`src/rtl/mmcam_stage_sync.sv`:
```
// ---------------------------------------------------------------------------
// mmcam_stage_sync : matching-memory CAM stage (pair operands by key/LR).
// Optional MMCAM_STATS_EN adds occupancy/high-watermark ports.  Rev 1.0
// ---------------------------------------------------------------------------
`default_nettype none

module mmcam_stage_sync #(
  parameter int KEY_W  = 18,
  parameter int DATA_W = 18,
  parameter int DEPTH  = 64,
  parameter int ADDR_W = $clog2(DEPTH)
) (
  input  logic              CP,
  input  logic              MR_N,
  input  logic              in_valid,
  output logic              in_ready,
  input  logic [KEY_W-1:0]  in_key,
  input  logic              in_lr,
  input  logic              in_mf,
  input  logic [DATA_W-1:0] in_data,
  output logic              out_valid,
  input  logic              out_ready,
  output logic [KEY_W-1:0]  out_key,
  output logic              out_fire,
  output logic [DATA_W-1:0] out_data_l,
  output logic [DATA_W-1:0] out_data_r,
  output logic              cam_wr,
  output logic              cam_del,
  output logic [ADDR_W-1:0] cam_addr,
  output logic              cam_full
`ifdef MMCAM_STATS_EN
  ,
  output logic [ADDR_W:0]   occ,
  output logic [ADDR_W:0]   occ_max
`endif
);

  logic [DEPTH-1:0]  ent_valid;
  logic [DEPTH-1:0]  ent_lr;
  logic [KEY_W-1:0]  ent_key  [DEPTH];
  logic [DATA_W-1:0] ent_data [DEPTH];

  logic              hit;
  logic [ADDR_W-1:0] hit_idx;
  logic [ADDR_W-1:0] free_idx;
  logic [DEPTH-1:0]  valid_nxt;
  logic              out_free;
  logic              accept;
  logic              do_hit;
  logic              do_miss;
  logic              do_bypass;
  logic [DATA_W-1:0] hit_data;

  // Descending scan so the lowest matching / free index is the one left standing.
  always_comb begin
    hit      = 1'b0;
    hit_idx  = '0;
    free_idx = '0;
    for (int i = DEPTH - 1; i >= 0; i--) begin
      if (ent_valid[i] && (ent_key[i] == in_key) && (ent_lr[i] != in_lr)) begin
        hit     = 1'b1;
        hit_idx = ADDR_W'(i);
      end
      if (!ent_valid[i]) begin
        free_idx = ADDR_W'(i);
      end
    end
  end

  assign out_free  = !out_valid || out_ready;
  assign in_ready  = MR_N && out_free && !(in_mf && !hit && cam_full);
  assign accept    = in_valid && in_ready;
  assign do_hit    = accept && in_mf && hit;
  assign do_miss   = accept && in_mf && !hit;
  assign do_bypass = accept && !in_mf;
  assign hit_data  = ent_data[hit_idx];

  always_comb begin
    valid_nxt = ent_valid;
    if (do_miss) valid_nxt[free_idx] = 1'b1;
    if (do_hit)  valid_nxt[hit_idx]  = 1'b0;
  end

  always_ff @(posedge CP or negedge MR_N) begin
    if (!MR_N) begin
      ent_valid <= '0;
      cam_full  <= 1'b0;
      cam_wr    <= 1'b0;
      cam_del   <= 1'b0;
      cam_addr  <= '0;
    end else begin
      ent_valid <= valid_nxt;
      cam_full  <= &valid_nxt;
      cam_wr    <= do_miss;
      cam_del   <= do_hit;
      if (do_miss)     cam_addr <= free_idx;
      else if (do_hit) cam_addr <= hit_idx;
    end
  end

  // Payload storage needs no reset: an entry is meaningless until its valid bit is set.
  always_ff @(posedge CP) begin
    if (do_miss) begin
      ent_key[free_idx]  <= in_key;
      ent_lr[free_idx]   <= in_lr;
      ent_data[free_idx] <= in_data;
    end
  end

  always_ff @(posedge CP or negedge MR_N) begin
    if (!MR_N) begin
      out_valid  <= 1'b0;
      out_key    <= '0;
      out_fire   <= 1'b0;
      out_data_l <= '0;
      out_data_r <= '0;
    end else if (out_free) begin
      out_valid <= do_hit || do_bypass;
      if (do_bypass) begin
        out_key    <= in_key;
        out_fire   <= 1'b0;
        out_data_l <= in_data;
        out_data_r <= '0;
      end else if (do_hit) begin
        out_key    <= in_key;
        out_fire   <= 1'b1;
        out_data_l <= in_lr ? hit_data : in_data;
        out_data_r <= in_lr ? in_data  : hit_data;
      end
    end
  end

`ifdef MMCAM_STATS_EN
  always_ff @(posedge CP or negedge MR_N) begin
    if (!MR_N) begin
      occ     <= '0;
      occ_max <= '0;
    end else if (do_miss) begin
      occ <= occ + 1'b1;
      if ((occ + 1'b1) > occ_max) occ_max <= occ + 1'b1;
    end else if (do_hit) begin
      occ <= occ - 1'b1;
    end
  end
`endif

endmodule

`default_nettype wire
```
`config.mk`:
```
export PLATFORM = sky130hd
export DESIGN_NAME = mmcam_stage_sync
export DESIGN_NICKNAME = d
export VERILOG_FILES = /design/src/rtl/mmcam_stage_sync.sv
export SDC_FILE = /design/constraint.sdc
export NUM_CORES = 2
export LEC_CHECK = 0
export CORE_MARGIN = 4
export CORE_UTILIZATION = 45
export CTS_CLUSTER_DIAMETER = 200
export DETAILED_ROUTE_END_ITERATION = 12
export RECOVER_POWER = 100
export SYNTH_ARGS = -nofsm -noshare
export SYNTH_HDL_FRONTEND = slang
export SYNTH_SLANG_ARGS = --single-unit
```
`constraint.sdc`:
```
create_clock -name CP -period 19.4 [get_ports CP]
set_input_delay 1.94 -clock CP [delete_from_list [all_inputs] [get_ports CP]]
set_output_delay 1.94 -clock CP [all_outputs]
set_load 0.01 [all_outputs]
```
==> reports/qor.csv <==
metric;value;unit
RePlAce Congestion;0.9490;
Synth area leader;edfxtp_1;
hold endpoint;out_key[4];
Core ar.;238100;um^2
hold depth;2;
vias in the first global route;67516;
Nets;7657;
ys flop type;edfxtp_1;
GRT Total Usage;30.38;%
overall die width;497.1;um
drt initial violations;10934;
number of top-level pins;108;
period utilisation layout;74.90;%
worst-margin pin slew;4.873;ns
Post-Place Cells;10496;
failing checks;max-capacitance violations, max-slew violations;
routed wl met3;46090;um
CP startpoint kind;primary input;
die height;497.1;um
post-route ant nets;0;
crit path capture type;register;
MaxCap Viol Count;97;
synth cell count leaders;2368 x edfxtp_1, 763 x xor2_1, 500 x nand2_1;
CTS buffer count;284;
drt wl/cell;35.25;um
CTS tree;done;
Finished Layout Cells;10990;
Initial Utilization;45.22;%
Critical Path Max Stage Delay;2.25;ns
Port Buf Inserts;107;
WP buf/inv;5;
endpoints failing hold;0;
wire length on met2;168300;um
clock input transition at the sequential cells of the worst setup and hold paths;0.06;ns
arrival time of the worst setup path;14.99;ns
Pleak;39.36;nW
Slew HR;-224.9;%
RSZ-0062 raised after global routing;no;
synth top area cells;edfxtp_1 66%, xor2_1 6.2%, xnor2_1 3.7%;
met1 wire length;146900;um
most numerous cell on the critical path;clkbuf_1;
Post-CTS Setup Inserts;0;
PD cells;96.82;nW/um^2
Area Overhead vs Synth;12.52;%
largest net degree at the start of global routing;103;
highest clock rate;0.06882;GHz
Syn Inst Count;7284;
asr flop ratio synth;5.166;%
slowest CP cell;clkbuf_1;
worst-path fanout max;44;
Fin Setup TNS;0;ns
max layer used;met5;
outcome;finished with violations;
via count;71415;
Max VDD drop;0.0001009;V
R2R cell count;12;
Post-synth EDFFs;2368;
worst-path cell chain;clkbuf_1 > clkbuf_1 > clkbuf_1 > buf_4 > xor2_1 > nor4_1 > nand4_1 > nand3_1 > nor4b_1 > nand4_1 > nor3_1 > nand2_1 > nor2_4 > clkbuf_1;
sequential-to-total area share from yosys stat;69.04;%
storage element area;74340;um^2
hold wc startpoint;out_key[4];
Final Power;11.73;mW
Row Count;179;
syn nets;7326;
Fill cells;19855;
CTS H-tree lvls;5;
Hold Path Class;register to register;
Avg Vias per Cell;6.498;
final clock skew;0.1202;ns
initial antenna violation count;22;
R2R Path End;ent_data[22][6];
GRT Residual Overflow;0;
Levels on crit path;14;
die area;247100;um^2
Synth cell types;112;
crit-path leading delay family;buffers and inverters;
reg-to-reg slack, setup;11.56;ns
Setup-failing EPs final;0;
Clock Tree Buf Depth;4;
Slew Viols, Final;3844;
count leader, synth;edfxtp_1;
first-pass GRT wire length;534000;um
Clk Latency, worst-skew pair;0.98;ns
DR DRC count;0;
Final HPWL DP;236100;um
Ys Warns;0;
worst path required time;19.86;ns
final WL;387400;um
Mapped Area;107700;um^2
min Tclk post-route;14.53;ns
share of cells above drive strength 1;9.755;%
Synth top area share;66.05;%
Yosys reg bits;2497;
Root Driver;clkbuf_16;
beginning of the worst register-to-register path;ent_key[46][11];
TritonRoute pass-1 iters;8;
CTS hold repair buffers;0;
multi-input logic area;31400;um^2
CTS sink count;2497;
syn avg cell area;14.78;um^2
post-cts resize count;0;
critical path class;primary input to register;
-- cell usage in the layout (no fill, tap or decap), types with 129 or more instances in the layout --
cell,Yosys,layout
a21oi_1,199,196
buf_4,70,169
clkbuf_1,72,146
edfxtp_1,2368,2368
xor2_1,763,763
nand2_1,500,498
clkbuf_16,0,291
nor2_1,288,244
nor4_1,337,337
o21ai_0,121,136
dfrtp_1,129,129
nand4_1,317,318
xnor2_1,453,453
nand3_1,138,138
-- final cells by class --
class,count,share of cell area (%)
sequential,2497,61.36
multi-input combinational,4426,25.92
clock buffer,348,6.237
tap,3167,3.271
timing repair buffer,354,2.061
clock inverter,134,0.9585
inverter,52,0.1611
antenna,12,0.02479
-- layer usage --
metal  track usage (%)  vias up
li1                  -    29128
met1             40.88    36086
met2             45.46     5048
met3             7.602     1139
met4             16.43       14
met5                 0        -
-- state kept, by name, indices dropped and copies added (netlist names) --
signal / flops
cam_addr: 6
cam_del: 1
out_fire: 1
ent_lr: 64
ent_data: 1152
cam_wr: 1
out_data_l: 18
ent_valid: 64
out_key: 18
cam_full: 1
ent_key: 1152
out_valid: 1
out_data_r: 18
-- worst max-delay path by stage --
stage,startpoint,endpoint,slack (ns)
2_1_floorplan,in_key[15],cam_full,11.13
3_3_place_gp,in_key[4],cam_full,9.09
3_5_place_dp,in_key[4],out_data_r[13],8.95
4_1_cts,in_key[4],in_ready,9.60
5_1_grt,in_key[2],ent_data[22][6],4.67
6_report,in_key[4],ent_data[31][11],4.87
-- kinds of logic after synthesis --
kind of cell	count (synthesis)	synth area share, %
AOI/OAI and AO/OA	1010	6.862
xor gates and xnor gates	1216	9.892
buffers and inverters	361	2.245
DFF	2497	69.04
muxes	172	1.684
and+or+nand+nor	2028	10.27
-- power breakdown --
part	internal (mW)	total [mW]	switching, mW
Combinational	0.148	0.587	0.439
Sequential	5.95	5.99	0.0380
Clock	3.00	5.15	2.15
-- worst register-to-register path, delay by kind of cell, from the launching register on --
kind	cells	cell delay (ns)
flops	1	0.38
buf+inv	1	1.75
xor+xnor	1	0.15
simple gates	10	5.05
-- stage by stage --
stage	setup slack [ns]	hold slack [ns]	area, um^2	utilization (%)
2_1_floorplan	11.13	0.5070	107700	-
3_3_place_gp	9.094	0.4521	113100	47.52
3_5_place_dp	8.955	0.4596	113100	47.52
4_1_cts	9.598	0.4784	121800	51.18
5_1_grt	4.670	0.4958	121100	50.87
6_report	4.870	0.4723	121100	50.88
(Power assumes the default switching activity.)
